$ cat config.mk
export PLATFORM = sky130hd
export DESIGN_NAME = and2_arbiter
export DESIGN_NICKNAME = d
export VERILOG_FILES = /design/src/rtl/and2_arbiter.sv
export SDC_FILE = /design/constraint.sdc
export NUM_CORES = 1
export LEC_CHECK = 0
export ABC_AREA = 1
export CAP_MARGIN = 25
export CORE_ASPECT_RATIO = 0.5
export CORE_MARGIN = 4
export CORE_UTILIZATION = 25
export DETAILED_ROUTE_END_ITERATION = 12
export HOLD_SLACK_MARGIN = 0.15
export PLACE_DENSITY = 0.52
export SLEW_MARGIN = 25
export SYNTH_ARGS = -nofsm -noshare
export SYNTH_HDL_FRONTEND = slang
export SYNTH_SLANG_ARGS = --single-unit
$ cat constraint.sdc
create_clock -name clk -period 1.8 [get_ports clk]
set_input_delay 0.36 -clock clk [delete_from_list [all_inputs] [get_ports clk]]
set_output_delay 0.36 -clock clk [all_outputs]
set_load 0.005 [all_outputs]
$ cat src/rtl/and2_arbiter.sv
`default_nettype none
// ============================================================================
// Module      : and2_arbiter
// Description : Round-robin controller sharing one registered and2 datapath
//               among NUM_REQ requesters. Grants one requester at a time,
//               holds the datapath operands stable for LATENCY edges, captures
//               the result and returns it with the requester ID. Also
//               sequences the datapath's active-high reset.
// Revision    : 1.0 - initial release
// ============================================================================
module and2_arbiter #(
    parameter int WIDTH   = 2,
    parameter int NUM_REQ = 4,
    parameter int LATENCY = 1
) (
    input  logic                       clk,
    input  logic                       reset,
    input  logic [NUM_REQ-1:0]         req_valid,
    output logic [NUM_REQ-1:0]         req_ready,
    input  logic [NUM_REQ*WIDTH-1:0]   req_a,
    input  logic [NUM_REQ*WIDTH-1:0]   req_b,
    output logic                       rsp_valid,
    input  logic                       rsp_ready,
    output logic [WIDTH-1:0]           rsp_c,
    output logic [$clog2(NUM_REQ)-1:0] rsp_id,
    output logic [WIDTH-1:0]           dp_a,
    output logic [WIDTH-1:0]           dp_b,
    output logic                       dp_reset,
    input  logic [WIDTH-1:0]           dp_c,
    output logic [15:0]                ops_done
);

    localparam int                ID_W      = $clog2(NUM_REQ);
    localparam int                CNT_W     = 3;
    localparam logic [ID_W-1:0]   C_LAST_ID = ID_W'(NUM_REQ - 1);
    localparam logic [CNT_W-1:0]  C_LAT     = CNT_W'(LATENCY);

    typedef enum logic [1:0] {
        S_IDLE = 2'd0,
        S_WAIT = 2'd1,
        S_RESP = 2'd2
    } state_t;

    state_t            state_q;
    logic [ID_W-1:0]   rr_ptr_q;
    logic [CNT_W-1:0]  cnt_q;
    logic [WIDTH-1:0]  dp_a_q;
    logic [WIDTH-1:0]  dp_b_q;
    logic [WIDTH-1:0]  rsp_c_q;
    logic [ID_W-1:0]   rsp_id_q;
    logic              rsp_valid_q;
    logic [15:0]       ops_done_q;
    logic              dp_ok_q;
    logic              dp_reset_q;

    logic              grant_vld_d;
    logic [ID_W-1:0]   grant_id_d;
    logic [WIDTH-1:0]  sel_a_d;
    logic [WIDTH-1:0]  sel_b_d;
    logic              accept_d;

    // Round-robin search: first valid requester after rr_ptr, wrapping modulo NUM_REQ.
    // Scanning from the farthest offset down lets the nearest match win.
    always_comb begin : p_grant
        int idx;
        grant_vld_d = 1'b0;
        grant_id_d  = '0;
        idx         = 0;
        for (int k = NUM_REQ; k >= 1; k--) begin
            idx = (int'(rr_ptr_q) + k) % NUM_REQ;
            if (req_valid[ID_W'(idx)]) begin
                grant_vld_d = 1'b1;
                grant_id_d  = ID_W'(idx);
            end
        end
    end

    // Operand mux selecting the granted requester's slices.
    always_comb begin : p_sel
        sel_a_d = '0;
        sel_b_d = '0;
        for (int i = 0; i < NUM_REQ; i++) begin
            if (grant_id_d == ID_W'(i)) begin
                sel_a_d = req_a[i*WIDTH +: WIDTH];
                sel_b_d = req_b[i*WIDTH +: WIDTH];
            end
        end
    end

    // Accept only when idle and the datapath has had a cycle out of reset.
    assign accept_d = (state_q == S_IDLE) && dp_ok_q && grant_vld_d;

    // One-hot ready toward the granted requester during an accept cycle.
    always_comb begin : p_ready
        req_ready = '0;
        if (accept_d) begin
            for (int i = 0; i < NUM_REQ; i++) begin
                req_ready[i] = (grant_id_d == ID_W'(i));
            end
        end
    end

    // Controller FSM with registered datapath operands, response and counters.
    always_ff @(posedge clk) begin
        if (!reset) begin
            state_q     <= S_IDLE;
            rr_ptr_q    <= C_LAST_ID;
            cnt_q       <= '0;
            dp_a_q      <= '0;
            dp_b_q      <= '0;
            rsp_c_q     <= '0;
            rsp_id_q    <= '0;
            rsp_valid_q <= 1'b0;
            ops_done_q  <= '0;
            dp_ok_q     <= 1'b0;
            dp_reset_q  <= 1'b1;
        end else begin
            dp_reset_q <= 1'b0;
            dp_ok_q    <= 1'b1;
            case (state_q)
                S_IDLE: begin
                    if (accept_d) begin
                        dp_a_q   <= sel_a_d;
                        dp_b_q   <= sel_b_d;
                        rsp_id_q <= grant_id_d;
                        rr_ptr_q <= grant_id_d;
                        cnt_q    <= C_LAT;
                        state_q  <= S_WAIT;
                    end
                end
                S_WAIT: begin
                    if (cnt_q != '0) begin
                        cnt_q <= cnt_q - CNT_W'(1);
                    end else begin
                        rsp_c_q     <= dp_c;
                        rsp_valid_q <= 1'b1;
                        state_q     <= S_RESP;
                    end
                end
                S_RESP: begin
                    if (rsp_ready) begin
                        rsp_valid_q <= 1'b0;
                        ops_done_q  <= ops_done_q + 16'd1;
                        state_q     <= S_IDLE;
                    end
                end
                default: begin
                    state_q <= S_IDLE;
                end
            endcase
        end
    end

    assign rsp_valid = rsp_valid_q;
    assign rsp_c     = rsp_c_q;
    assign rsp_id    = rsp_id_q;
    assign dp_a      = dp_a_q;
    assign dp_b      = dp_b_q;
    assign dp_reset  = dp_reset_q;
    assign ops_done  = ops_done_q;

endmodule
`default_nettype wire

### Yosys cells after proc, flatten, opt, wreduce, memory -nomap -nowiden

Index checks and enable logic that the tools add are counted.

| cells by class | value |
|---|---|
| $add $sub $neg | 6 |
| $lt $le $gt $ge | 4 |
| equality and inequality tests | 9 |
| multiplexer cells | 41 |
| bitwise gates (word level) | 1 |
| reductions and logical operators | 13 |

Operators by type and width:

| kind | count |
|---|---|
| two-way mux 2 bit | 15 |
| adder 16 x 1 -> 16 bit, second input constant | 1 |
| < comparator 2 x 4 -> 1 bit, second input constant | 4 |
| two-way mux 1 bit | 16 |
| AND reduction 3 bit | 3 |
| binary-select mux 1 bit (select 2 bit) | 4 |
| != test 2 bit, second input constant | 4 |
| equality test 2 bit, second input constant | 3 |
| two-way mux 3 bit | 2 |
| case mux 2 bit (3 select lines) | 1 |
| case mux 3 bit (2 select lines) | 1 |
| AND reduction 2 bit | 3 |
| adder 2 x 1 -> 2 bit, second input constant | 2 |
| adder 2 bit, second input constant | 2 |
| equality test 2 x 1 -> 1 bit, second input constant | 2 |
| zero test 2 bit | 2 |
| two-way mux 4 bit | 1 |
| nonzero test 2 bit | 2 |
| nonzero test 3 bit | 1 |
| subtractor 3 x 1 -> 3 bit, second input constant | 1 |
| logical AND 1 bit | 2 |
| case mux 1 bit (2 select lines) | 1 |
| NOT 1 bit | 1 |

| word-level totals | value |
|---|---|
| flip-flop bits (word level) | 34 |
| output and inout bits | 30 |
| word-level logic and storage cells | 85 |

### Longest topological paths before layout

Gate-level depths: netlist of run 1.

| depth | value |
|---|---|
| word-level depth | 13 |
| mapped depth | 14 |
| gate-level depth less buffers | 14 |

### Least setup slack after synthesis of run 1

OpenSTA, ideal clock, no wires.

| timing | value |
|---|---|
| path kind | register -> output |
| start point | register rr_ptr_q[0] |
| end point | output req_ready[1] |
| data arrival time | 1.395 ns |
| data required time | 1.440 ns |
| path slack | 0.045 ns |
| cell stages (with the launch flop) | 12 |
| path buffers | 1 |
| cell sequence | dfxtp_1 -> inv_4 -> nand2_1 -> nand2_2 -> nand2_2 -> nand2_1 -> clkinv_1 -> nand3_2 -> nand2_4 -> buf_6 -> nand2_2 -> nor2_1 |

| between the ends | value |
|---|---|
| word-level cells in the longest chain between the ends | 10 |
| elaborated cells on any way between the ends | 27 |

RTL lines:

| item | line | RTL |
|---|---|---|
| start: declaration | 45 | `logic [ID_W-1:0] rr_ptr_q;` |
| start signal: assignment | 126 | `rr_ptr_q <= grant_id_d;` |
| adder 2 x 1 -> 2 bit | 70 | `idx = (int'(rr_ptr_q) + k) % NUM_REQ;` |
| binary-select mux 1 bit (select 2 bit) | 71 | `if (req_valid[ID_W'(idx)]) begin` |
| two-way mux 1 bit (not written as such) (2 in a row) | 71 |  |
| two-way mux 2 bit or two-way mux 1 bit (tied branches) (4 in a row) | 71 |  |
| equality test 2 x 1 -> 1 bit or logical AND 1 bit (tied branches) | 98, 91 |  |
| two-way mux 4 bit * | 96 | `if (accept_d) begin` |
| end: declaration | 19 | `output logic [NUM_REQ-1:0] req_ready,` |

Every way passes the cells marked *; elsewhere a longest branch is shown, timed or not. The select of a mux whose other input is x is not followed.

### Worst setup path after layout of run 1

| timing | value |
|---|---|
| start point | register rr_ptr_q[0] |
| end point | output req_ready[0] |

| between the ends | value |
|---|---|
| word-level cells in the longest chain between the ends | 10 |
| elaborated cells on any way between the ends | 27 |

RTL lines:

| item | line |
|---|---|
| adder 2 x 1 -> 2 bit | 70 |
| binary-select mux 1 bit (select 2 bit) | 71 |
| two-way mux 1 bit (not written as such) (2 in a row) | 71 |
| two-way mux 2 bit or two-way mux 1 bit (tied branches) (4 in a row) | 71 |
| zero test 2 bit or logical AND 1 bit (tied branches) | 98, 91 |
| two-way mux 4 bit * | 96 |

Marks and branches as above.

==> flow_metrics.tcl, run 1 <==
set metrics [dict create \
    antenna_found_initial 0 \
    path_depth 12 \
    start_util 0.266 \
    cts_buffer_depth 2 \
    gp_congestion 0.731 \
    syn_avg_cell_area_sq_um 6.90 \
    synth_seq_cells 34 \
    htree_levels 2 \
    hold_path_class "reg -> reg" \
    io_buffer_count 54 \
    chipHeight_um 68.5 \
    fmax_mhz 480 \
    cts_tree "done" \
    yosys-top-cells-area "dfxtp_1 37%, nand2_1 13%, inv_1 7.8%" \
    critPathKind "reg -> out" \
    antenna_cells 0 \
    p_leak_nw 1.37 \
    postLayoutCellArea_sq_mm 0.00305 \
    tightest_slew_ps 297 \
    grt_overflow 0 \
    ant_nets 0 \
    synth_top_cell_area_share 0.372 \
    r2r-start "rr_ptr_q[0]" \
    max_cap_viol_count 0 \
    rsz0062_at_grt "yes" \
    syn_nets 293 \
    slowest_delay_ps 410 \
    clock_latency_ps 270 \
    cp.arrival_ps 1720 \
    cp-end-kind "primary output" \
    cp_data_required_time_ps 1440 \
    syn-instance-count 265 \
    grt_max_degree 15 \
    area_growth_pct 67.0 \
    worst_setup_path_start_kind "flip-flop" \
    drc 0 \
    syn_area_sq_mm 0.00183 \
    status "complete, but fails checks" \
    finClkSkew_ps 4.09 \
    mostFrequentLayoutCells "49 x nand2_1, 45 x clkdlybuf4s50_1, 35 x inv_1" \
    postPlaceCellArea_sq_mm 0.00268 \
    cpMaxStageDelayCell "dfxtp_4" \
    routed_wl_mm 5.14 \
    cpLargestDelayFamily "simple AND/OR/NAND/NOR gates" \
    layout.nets 388 \
    pwr_density_cell_mw_per_mm2 970 \
    grt_pass1_vias 1882 \
    clockRootBuffer "clkbuf_16" \
    worstRegToRegCells 15 \
    path_max_fanout 7 \
    min-delay-start "dp_b[0]" \
    crit_end "req_ready[0]" \
    setup_viol 4 \
    drive_gt1_frac 0.306 \
    core.rowCount 21 \
    grt_pass1_wl_mm 8.31 \
    firstDrtPassIters 6 \
    crit_top_cell "nand2_2" \
    post-dp-hpwl_mm 4.01 \
    die_x_um 129 \
    cts_made_buffers 5 \
    synth.largest_area_cell "dfxtp_1" \
    total_power_mw 2.96 \
    ios 55 \
    hold_viol_final 0 \
    cts.clk_slew.worst_paths_ps 50 \
    relSlewSlack 0.802 \
    fin_crit_sh 1.16 \
    cp_num_buf_inv 3 \
    viasPerCell 4.38 \
    cts_sinks 34 \
    ys_types 30 \
    dieArea_sq_mm 0.00883 \
    drtIter0Drc 95 \
    yosysSeqAreaShare 0.372 \
    critPathLaunch "rr_ptr_q[0]" \
    fin_crit_ps 2080 \
    peakVddDrop_uv 358 \
    violations "setup timing" \
    wire_per_inst_um 11.4 \
    min_path_cells 2 \
    yosysWarnings 0 \
    vias 1976 \
    layout_commonest_cell "nand2_1" \
    rrSetupSlack_ps 10 \
    tns_ps -863 \
    slew_violations 0 \
    crit_chain "inv_8, nand2_2, nand2_2, nand2_2, nand2_1, nand2_2, nand2_2, nand2_4, nand2_4, buf_6, nor3_4, buf_2" \
    r2r_end "dp_a[1]" \
    setup_ws_ps -284 \
    fp.coreArea_sq_mm 0.00688 \
    grtUsageTotal 0.118 \
]
## registers in the layout, summed over array words and instances (netlist names)
register / flops
rsp_c: 2
dp_a: 2
ops_done: 16
dp_ok_q: 1
cnt_q: 3
rsp_id: 2
rr_ptr_q: 2
rsp_valid: 1
dp_b: 2
state_q: 2
dp_reset: 1
## worst min-delay path by stage
stage               end
3_3_place_gp   cnt_q[2]
5_1_grt        cnt_q[2]
6_report        dp_b[0]
4_1_cts         dp_b[0]
3_5_place_dp    dp_b[0]
2_1_floorplan   dp_ok_q
## metrics by stage
stage                util  setup slack [ps]  instances  hold WS, ps
CTS                 0.429              -317        451          456
floorplan               -              44.9        265          388
global route        0.443              -385        451          476
detailed placement  0.390              -839        437          444
global placement    0.390              -827        437          440
finish              0.443              -284        451          452
## cell families (layout without fill, tap and decap cells)
kind of cell               count (synthesis)  in the layout  synth area share
and+or+nand+nor                          146            146             0.385
AOI/OAI and AO/OA                         35             35             0.114
adders and majority gates                  3              3            0.0205
DFF                                       34             34             0.372
buffers and inverters                     45            139            0.0979
xor gates and xnor gates                   2              2           0.00958
## power by group
group          leakage (nW)  total, mW  internal (mW)  switching, mW
Clock                0.0688      0.815          0.533          0.281
Combinational          1.03       1.27          0.624          0.646
Sequential            0.279      0.875          0.824         0.0514
## area by class of cell
class / instances / area, sq um
repair buffers: 91 / 822
flip-flops and latches: 34 / 693
inverters: 42 / 166
clock buffers: 6 / 139
well taps: 92 / 115
fillers: 703 / 3830
multi-input cells: 186 / 1120
## worst reg2reg max path, stage by stage, from the launching register on
cell and delay (ps):
dfxtp_4 410, inv_8 70, nand2_2 70, nand2_2 60, nand2_2 70, nand2_1 60, nand2_2 110, nand2_2 80
nand2_4 70, nand2_4 60, buf_6 130, buf_4 170, o21ai_2 120, nand3_1 110, nand2_1 80, nand2_1 50
## cells in the mapped netlist
library cell	instances
nand3b_1	6
ha_1	3
nand2_1	64
o21ai_0	10
clkinv_1	1
nand4_1	7
xor2_1	2
a21oi_1	14
buf_1	1
buf_6	1
nor3_1	6
o211ai_1	4
nor4_1	1
inv_1	38
inv_4	1
o21a_1	2
a21boi_4	1
o21ai_1	2
o21ai_2	1
nand3_1	11
nor2_1	29
nand3_2	7
or2_2	1
nand2_4	2
nor3b_1	1
nand2_2	11
inv_2	2
clkbuf_1	1
dfxtp_1	34
a31oi_1	1
## metal layers
metal  part of all wire  wire (um)  global-route usage  vias to the layer above
li1                   -          -                   -                     1033
met1               0.45       2310               0.136                      912
met2               0.51       2610               0.215                       22
met3              0.026        135              0.0257                        9
met4              0.016         80              0.0471                        0
met5                  0          0                   0                        -
## repair_timing
| action | in CTS | in global routing |
|---|---|---|
| pin swaps | 14 | 19 |
| setup buffers | 8 | 3 |
| gates resized for setup | 43 | 39 |
| gates cloned | 0 | 0 |
| setup endpoints to repair | 9 | 22 |
| hold buffers | 0 | 0 |
Power figures use the tool's default switching activity.
==> run 2: changes to the inputs <==
- HOLD_SLACK_MARGIN: 0.15 -> 0.12
- PLACE_DENSITY: 0.52 -> unset
==> run 2 against run 1 <==
  * The run still ends with setup timing left
  * Combinational power is essentially flat
  * Largest power group unchanged
  * Maximum frequency grew 3.6%
  * Critical path type unchanged
  * Power up 0.12%
  * Register-to-register slack lost 130 ps
==> flow_metrics.tcl, run 2 (synthesis gave the netlist of run 1 again) <==
set metrics [dict create \
    pwr_density_cell_mw_per_mm2 985 \
    setup_ws_ps -212 \
    layout.nets 386 \
    area_growth_pct 64.6 \
    preCtsSetupSlack_ps -787 \
    gp_congestion 0.779 \
    fp.coreArea_sq_mm 0.00688 \
    cp.arrival_ps 1650 \
    clockRootBuffer "clkbuf_16" \
    cts_tree "done" \
    r2r_end "dp_b[0]" \
    grt_pass1_vias 1885 \
    peakVddDrop_uv 389 \
    drive_gt1_frac 0.295 \
    status "complete, but fails checks" \
    stdcell_count 451 \
    vias 1975 \
    grt_pass1_wl_mm 8.06 \
    finClkSkew_ps 4.49 \
    fmax_mhz 497 \
    drtIter0Drc 101 \
    ant_nets 0 \
    setup_viol 8 \
    wire_per_inst_um 11.1 \
    relSlewSlack 0.813 \
    clock_latency_ps 270 \
    r2r-start "rr_ptr_q[0]" \
    mostFrequentLayoutCells "50 x nand2_1, 46 x clkdlybuf4s50_1, 37 x inv_1" \
    crit_end "req_ready[2]" \
    post-dp-hpwl_mm 3.96 \
    htree_levels 2 \
    cts.clk_slew.worst_paths_ps 50 \
    grt_max_degree 15 \
    die_x_um 129 \
    core.rowCount 21 \
    fin_crit_sh 1.12 \
    tightest_slew_ps 280 \
    max_cap_viol_count 0 \
    cts_hold_buffers 0 \
    dieArea_sq_mm 0.00883 \
    cp-end-kind "primary output" \
    worstRegToRegCells 16 \
    hold_path_class "reg -> reg" \
    grt_overflow 0 \
    hold_viol_final 0 \
    cts_made_buffers 5 \
    rrSetupSlack_ps -120 \
    start_util 0.266 \
    layout_commonest_cell "nand2_1" \
    cts_sinks 34 \
    largest_reg_flops 16 \
    critPathKind "reg -> out" \
    violations "setup timing" \
    viasPerCell 4.38 \
    io_buffer_count 54 \
    dpl.cell_count 436 \
    grtUsageTotal 0.112 \
    slew_violations 0 \
    critPathLaunch "rr_ptr_q[0]" \
    path_max_fanout 7 \
    chipHeight_um 68.5 \
    cts_buffer_depth 2 \
    antenna_found_initial 0 \
    rsz0062_at_grt "yes" \
    cp_data_required_time_ps 1440 \
    p_leak_nw 1.35 \
    firstDrtPassIters 4 \
    antenna_cells 0 \
    routed_wl_mm 5.02 \
    worst_setup_path_start_kind "flip-flop" \
    final_util 0.437 \
    ios 55 \
    drc 0 \
    fin_crit_ps 2010 \
]
-- run 2: critical path, cell delays in order (launching register included) --
cell and delay (ps):
dfxtp_4 410, inv_8 70, nand2_2 70, nand3_2 90, nand2_1 70, inv_1 50, nand2_2 90, nand2_2 70
nand2_4 70, nand2_4 70, buf_6 120, nor2_4 90, buf_2 110
-- run 2: metrics by stage --
step	power (mW)	TNS [ps]	instance area (sq um)	hold slack [ps]
2_1_floorplan	1.46	0	1830	388
3_3_place_gp	1.90	-7020	2680	441
3_5_place_dp	1.92	-7520	2680	447
4_1_cts	2.88	-1140	2910	455
5_1_grt	3.17	-2010	3010	476
6_report	2.96	-1080	3010	452
-- run 2: area by class of cell --
cell class / instances / area, sq um
clock buffers: 7 / 143
inverters: 42 / 170
multi-input cells: 186 / 1100
flip-flops and latches: 34 / 687
repair buffers: 89 / 793
clock inverters: 1 / 5.00
well taps: 92 / 115
fillers: 682 / 3870
-- run 2: how the worst min path moves through the flow --
| stage | startpoint | endpoint | slack, ps | depth (start not counted) |
|---|---|---|---|---|
| 2_1_floorplan | reset | dp_ok_q | 390 | 0 |
| 3_3_place_gp | rsp_id[0] | rsp_id[0] | 440 | 2 |
| 3_5_place_dp | dp_a[1] | dp_a[1] | 450 | 2 |
| 4_1_cts | dp_a[1] | dp_a[1] | 460 | 2 |
| 5_1_grt | cnt_q[2] | cnt_q[2] | 480 | 2 |
| 6_report | rsp_id[1] | rsp_id[1] | 450 | 2 |
-- run 2: power by group --
| part | internal, mW | switching, mW |
|---|---|---|
| Combinational | 0.624 | 0.643 |
| Sequential | 0.825 | 0.0501 |
| Clock | 0.547 | 0.274 |
-- run 2: layer usage --
layer / global-route usage / part of all wire / vias to the layer above
met4: 0.0288 / 0.0082 / 0
li1: - / - / 1033
met3: 0.0257 / 0.023 / 4
met5: 0 / 0 / -
met2: 0.211 / 0.52 / 17
met1: 0.131 / 0.45 / 921
-- run 2: timing repair --
action                                 4_1_cts  5_1_grt
setup buffers                                6        1
pin swaps                                   14       18
gates resized for setup                     42       31
endpoints found under the hold margin        0        0
setup endpoints to repair                    8       14
